--- src/rtl/fib_stream_checker_sat_counter.sv ---
// Saturating up-counter with synchronous clear.
// Holds at all-ones instead of wrapping.
module sat_counter #(
  parameter int W = 16
) (
  input  logic         clk,
  input  logic         rst,
  input  logic         clr,
  input  logic         inc,
  output logic [W-1:0] cnt
);

  always_ff @(posedge clk or posedge rst) begin
    if (rst) begin
      cnt <= '0;
    end else if (clr) begin
      cnt <= '0;
    end else if (inc && (cnt != '1)) begin
      cnt <= cnt + 1'b1;
    end
  end

endmodule

--- config.mk ---
export PLATFORM = sky130hd
export DESIGN_NAME = sat_counter
export DESIGN_NICKNAME = d
export VERILOG_FILES = /design/src/rtl/fib_stream_checker_sat_counter.sv
export SDC_FILE = /design/constraint.sdc
export NUM_CORES = 1
export LEC_CHECK = 0
export CAP_MARGIN = 30
export CORE_ASPECT_RATIO = 2
export CORE_UTILIZATION = 25
export DETAILED_ROUTE_END_ITERATION = 10
export DONT_BUFFER_PORTS = 1
export HOLD_SLACK_MARGIN = 0.06
export PLACE_DENSITY = 0.44
export RECOVER_POWER = 25
export SKIP_LAST_GASP = 1
export SLEW_MARGIN = 20
export SYNTH_ARGS = -nofsm -noshare
export SYNTH_HDL_FRONTEND = slang
export SYNTH_SLANG_ARGS = --single-unit
--- constraint.sdc ---
create_clock -name clk -period 2.5 [get_ports clk]
set_input_delay 0.5 -clock clk [delete_from_list [all_inputs] [get_ports clk]]
set_output_delay 0.5 -clock clk [all_outputs]
set_load 0.01 [all_outputs]
==> impl_metrics.yaml, run 1 <==
floorplanning:
  die-height_um: 88.36
  num_rows: 31
  start_util_pct: 25.84
  design.portCount: 20
  die_width_um: 45.18
  die-area_um2: 3991
  placeableCoreArea_um2: 3607
timing:
  setup_viol: 0
  final_hold_violating_endpoints: 0
  maxClockFrequency_ghz: 0.4720
  fin_setup_tns_ps: 0
  final_max_slew_viol_count: 0
  fin_crit_ps: 2119
  slew-limit-headroom_pct: 52.80
  worst_clock_skew_ps: 1.131
  timing.final.crit_share_pct: 84.74
  rsz0062_at_grt: "no"
  tightest_slew_ps: 701.5
worst_setup_path:
  worst_setup_path_startpoint: "cnt[11]"
  setup.worst_path.end: "cnt[0]"
  crit-reg2reg-launch: "cnt[11]"
  regToRegEndpoint: "cnt[0]"
  cp_data_arrival_time_ps: 2260
  timing.reg2reg.setup_slack_ps: 380
  cp.required_ps: 2640
  worstRegToRegCells: 4
  critical_path_class: "reg -> reg"
  timing.critical_path.from_type: "register"
  setup.worst_path.end_class: "register"
  timing.critical_path.fanout_max: 7
yosys:
  synth.yosys.warnings: 0
  synth_cells: 101
  cell_area_after_technology_mapping_um2: 932.1
  count_of_flip_flops_with_a_built_in_enable_after_synthesis: 0
  synth_area_per_cell_um2: 9.229
  postSynth.topFlopCell: "sky130_fd_sc_hd__dfrtp_1"
  synth_seq_area_share_pct: 42.95
  synth_seq_cells: 16
  mappedNetlistNets: 106
  async_reset_ff_share_pct: 100.0
  netlist-cell-type-count: 29
global_routing:
  initial_antenna_violation_count: 0
  grt_first_pass_wirelength_um: 3877
  grt_max_degree: 20
  global_route.usage.total_pct: 13.57
  number_of_global_route_vias_before_repair: 780
  grt_overflow: 0
clocking:
  tritoncts_clock_tree: "yes"
  clk-insertion-delay-late_ps: 260
  clkTransAtPathRegs_ps: 70
  cts-htree-levels: 1
  clock_path_buffers: 2
  cts_sinks: 16
  postCtsSetupRepairBufs: 0
  cts.root.buffer_cell: "sky130_fd_sc_hd__clkbuf_8"
  cts_buffers: 3
  cts-hold-fix-buffers: 0
  cts-resized-gates: 0
detailed_routing:
  detailroute.via_count: 831
  total_iterations_of_the_first_detailed_routing_run: 4
  post_detailed_route_drc_marker_count: 0
  finalWirelength_um: 2406
  drt_first_iter_violations: 19
  drt.antenna.violating_nets: 0
  drt-wirelength-per-cell_um: 16.04
  avgViaCountPerCell: 5.540
placed_design:
  placed_cells: 146
  dp_hpwl_um: 1789
  place.port_buffers: 0
  gp_congestion: 0.7906
final_layout:
  diodes: 0
  largest_register_ffs: 16
  layout.filler_cells: 385
  synthToLayoutAreaGrowth_pct: 9.798
  layout.cells.non_filler: 150
  ff_latch_area_um2: 400.4
  fin_nets: 107
  drive_above_1_share_pct: 9.901
  largest_registers: "cnt: 16 flops"
  max_flop_register: "cnt"
  multi_input_comb_area_um2: 495.5
power:
  power.static_leakage_nw: 0.3537
  powerDensity_nw_per_um2: 514.4
  power.ir.vdd_worst_mv: 0.2031
  design_power_total_uw: 526.4
hold_path:
  min_path_type: "in -> async"
run:
  maxCapViolCount: 0
status:
  status: "finished, final reports clean"
==> cell families (layout without fill, tap and decap cells) <==
group / after synthesis / count (layout) / synth area share [%]
flops: 16 / 16 / 42.95
mux: 3 / 3 / 3.490
buf+inv: 7 / 7 / 3.892
fa+ha+maj: 1 / 1 / 1.342
simple gates: 49 / 49 / 32.62
compound gates: 25 / 25 / 15.71
==> how the worst min path moves through the flow <==
| stage | from | end | slack [ps] | cells past startpoint |
|---|---|---|---|---|
| floorplan | rst | cnt[0] | 410 | 1 |
| global placement | rst | cnt[14] | 520 | 1 |
| detailed placement | rst | cnt[12] | 520 | 1 |
| CTS | rst | cnt[12] | 250 | 1 |
| global route | rst | cnt[12] | 280 | 1 |
| finish | rst | cnt[12] | 210 | 1 |
==> routing by layer <==
layer  wire length [um]  track usage, %
met1                898           13.60
met2               1362           23.72
met3                 66           3.469
met4                 79           8.540
met5                  0               0
==> power breakdown <==
| group | leakage [nW] | internal, mW | total (mW) | switching (mW) |
|---|---|---|---|---|
| registers | 0.222 | 0.262 | 0.269 | 0.00670 |
| logic | 0.103 | 0.00652 | 0.0169 | 0.0104 |
| clock network | 0.0288 | 0.140 | 0.241 | 0.101 |
==> synth_stat cells (all sizes together) (2+ instances only) <==
cell type | number | area share, %
o21ai | 5 | 2.7
nor3 | 4 | 2.1
inv | 3 | 1.2
clkbuf | 2 | 0.94
or4 | 8 | 7.0
a21oi | 12 | 6.4
mux2 | 2 | 2.4
nand2 | 6 | 2.4
nor2b | 3 | 2.0
dfrtp | 16 | 43
nand4 | 5 | 5.0
nor2 | 3 | 1.2
o31ai | 5 | 4.0
nor4 | 3 | 2.0
o41ai | 2 | 1.9
nand3 | 7 | 3.8
nand2b | 2 | 1.3
or3 | 7 | 4.8
==> layout make-up <==
cell class | instances | area share [%]
tap | 49 | 5.990
clock buffer | 4 | 5.379
multi-input combinational | 78 | 48.41
inverter | 3 | 1.100
sequential | 16 | 39.12
==> critical path: stages (launching register included) <==
cell and delay, ps:
sky130_fd_sc_hd__dfrtp_1 500, sky130_fd_sc_hd__nand4_1 320, sky130_fd_sc_hd__nor4_1 710, sky130_fd_sc_hd__nor2b_1 170, sky130_fd_sc_hd__mux2_2 310
==> metrics by stage <==
stage | cell area (um^2) | hold slack (ps) | utilization (%) | worst slack, ps
after CTS | 1023 | 250.9 | 28.37 | 423.0
after global placement | 968.4 | 517.7 | 26.85 | 490.7
after global routing | 1023 | 284.6 | 28.37 | 316.7
final | 1023 | 209.1 | 28.37 | 381.5
after detailed placement | 968.4 | 524.8 | 26.85 | 430.7
after floorplan | 932.1 | 413.7 | - | 636.5
==> placed cells by master (no fill, tap or decap), drive strengths merged <==
| cell | synthesis | layout |
|---|---|---|
| dfrtp | 16 | 16 |
| a21oi | 12 | 12 |
| or4 | 8 | 8 |
| nand3 | 7 | 7 |
| or3 | 7 | 7 |
| nand2 | 6 | 6 |
| o21ai | 5 | 5 |
| o31ai | 5 | 5 |
| nand4 | 5 | 5 |
| nor3 | 4 | 4 |
| clkbuf | 2 | 4 |
| inv | 3 | 3 |
| nor2 | 3 | 3 |
| nor2b | 3 | 3 |
| nor4 | 3 | 3 |
| o41ai | 2 | 2 |
| mux2 | 2 | 2 |
| nand2b | 2 | 2 |
| and4 | 1 | 1 |
| mux2i | 1 | 1 |
| a31oi | 1 | 1 |
| ha | 1 | 1 |
Note: power is estimated with default switching activity, not from simulation.
==> run 2: changes to the inputs <==
Clock period 2.5 ns to 2.03 ns, I/O delays scaled along.
==> run 2 against run 1 <==
  * Critical path depth unchanged
  * Maximum frequency rose by 11%
  * Wire length up 5.5%
  * Register-to-register slack got worse by 260 ps
  * Sequential power rose by 21%
  * Count of clock-buffer cells in the layout unchanged
  * Non-clock buffer count grew 15
  * Utilization is 3.3 points higher
  * Cell count rose by 10%
  * Combinational power is 95% higher
  * First-iteration DRC count grew 16%
  * Die area unchanged
  * Critical path type unchanged
  * Largest power group unchanged
==> impl_metrics.yaml, run 2 (synthesized netlist as in run 1, its figures left out) <==
status:
  status: "finished, final reports clean"
clocking:
  cts.root.buffer_cell: "sky130_fd_sc_hd__clkbuf_8"
  clkTransAtPathRegs_ps: 70
  clk-insertion-delay-late_ps: 260
  tritoncts_clock_tree: "yes"
  cts-hold-fix-buffers: 0
  cts-htree-levels: 1
  cts_sinks: 16
  clock_path_buffers: 2
  cts_buffers: 3
worst_setup_path:
  timing.critical_path.slowest_stage_cell: "sky130_fd_sc_hd__or4_4"
  worst_setup_path_startpoint: "cnt[4]"
  timing.critical_path.from_type: "register"
  cp.required_ps: 2220
  setup.worst_path.end: "cnt[13]"
  cp_data_arrival_time_ps: 2100
  timing.critical_path.fanout_max: 6
  cpPeakStageDelay_ps: 570
  worstRegToRegCells: 4
  regToRegEndpoint: "cnt[13]"
  cp.depth: 4
  crit-reg2reg-launch: "cnt[4]"
  critical_path_class: "reg -> reg"
  crit_buf_inv: 0
  setup.worst_path.end_class: "register"
  path_delay_family: "simple AND/OR/NAND/NOR gates"
  timing.critical_path.cells: "nand4_1 > or4_4 > or4_1 > a21oi_1"
  timing.reg2reg.setup_slack_ps: 120
final_layout:
  ff_latch_area_um2: 400.4
  largest_registers: "cnt: 16 flops"
  diodes: 0
  mostFrequentLayoutCell: "sky130_fd_sc_hd__dfrtp_1"
  max_flop_register: "cnt"
  multi_input_comb_area_um2: 501.7
  largest_register_ffs: 16
  layout_common_cells: "sky130_fd_sc_hd__dfrtp_1, sky130_fd_sc_hd__buf_4, sky130_fd_sc_hd__a21oi_1"
  drive_above_1_share_pct: 22.41
  synthToLayoutAreaGrowth_pct: 22.55
  fin_nets: 122
  layout.filler_cells: 404
power:
  power_switching_uw: 144.2
  design_power_total_uw: 652.6
  seq_power_share_pct: 49.8
  comb_power_share_pct: 5.0
  powerDensity_nw_per_um2: 571.3
  clock_power_share_pct: 45.2
  power.static_leakage_nw: 0.4313
  swShare_pct: 22.10
  p_int_uw: 508.4
  power.ir.vdd_worst_mv: 0.3608
global_routing:
  initial_antenna_violation_count: 0
  number_of_global_route_vias_before_repair: 931
  grt_first_pass_wirelength_um: 4319
  grt_overflow: 0
  global_route.usage.total_pct: 15.16
  grt_max_degree: 20
detailed_routing:
  finalWirelength_um: 2538
  detailroute.via_count: 878
  drt-wirelength-per-cell_um: 15.38
  total_iterations_of_the_first_detailed_routing_run: 4
  drt.antenna.violating_nets: 0
  post_detailed_route_drc_marker_count: 0
  avgViaCountPerCell: 5.321
  drt_first_iter_violations: 22
timing:
  final_hold_violating_endpoints: 0
  fin_crit_ps: 1910
  slew-limit-headroom_pct: 56.98
  maxClockFrequency_ghz: 0.5236
  worst_clock_skew_ps: 3.327
  final_max_slew_viol_count: 0
  tightest_slew_ps: 644.7
  setup_viol: 0
  fin_worst_hold_slack_ps: 121.1
  rsz0062_at_grt: "yes"
  timing.final.crit_share_pct: 94.08
  fin_setup_tns_ps: 0
floorplanning:
  die_width_um: 45.18
  start_util_pct: 25.84
  placeableCoreArea_um2: 3607
  die-area_um2: 3991
  die-height_um: 88.36
  design.portCount: 20
  num_rows: 31
run:
  maxCapViolCount: 0
placed_design:
  place.port_buffers: 0
  gp_congestion: 0.8162
  dp_hpwl_um: 1964
hold_path:
  min_path_type: "in -> async"
## run 2: changes by cell type in the layout (fill, tap and decap cells not counted)
cell and delta:
sky130_fd_sc_hd__nor4_1 -1, sky130_fd_sc_hd__nor4_2 +1, sky130_fd_sc_hd__buf_4 +15
## run 2: final cells by class
class | instances | share of cell area, %
inverter | 3 | 0.9858
sequential | 16 | 35.05
multi-input combinational | 78 | 43.92
timing repair buffer | 15 | 9.858
clock buffer | 4 | 4.819
tap | 49 | 5.367
## run 2: per-stage QoR
stage	instance area, um^2	utilization (%)	std cells	worst slack [ps]
6_report	1142	31.67	165	120.2
5_1_grt	1142	31.67	165	-23.00
4_1_cts	1136	31.50	165	152.9
3_5_place_dp	1081	29.97	161	161.0
3_3_place_gp	1081	29.97	161	177.2
2_1_floorplan	932.1	-	101	207.5
## run 2: power groups by stage
stage                     Clock, mW  Sequential, mW  Combinational [mW]
after global routing          0.316           0.325              0.0389
after detailed placement          0           0.331              0.0342
after global placement            0           0.331              0.0339
final                         0.295           0.325              0.0329
after CTS                     0.306           0.325              0.0345
after floorplan                   0           0.335              0.0252
## run 2: per-layer routing
metal,GRT usage (%),up-vias,wire length [um]
met5,0,-,0
met4,10.19,0,99
met3,3.265,7,127
met2,26.48,23,1446
met1,15.28,428,865
li1,-,420,-
## run 2: worst min-delay path by stage
stage	start	endpoint	cells after the start
6_report	rst	cnt[15]	1
5_1_grt	rst	cnt[10]	1
4_1_cts	rst	cnt[10]	1
3_5_place_dp	rst	cnt[10]	1
3_3_place_gp	rst	cnt[10]	1
2_1_floorplan	rst	cnt[0]	1
## run 2: repair_timing
action                                  in CTS  in global routing
endpoints found under the setup margin       0                  2
buffers inserted                             0                  0
endpoints found under the hold margin        0                  0
resized for setup                            0                  1
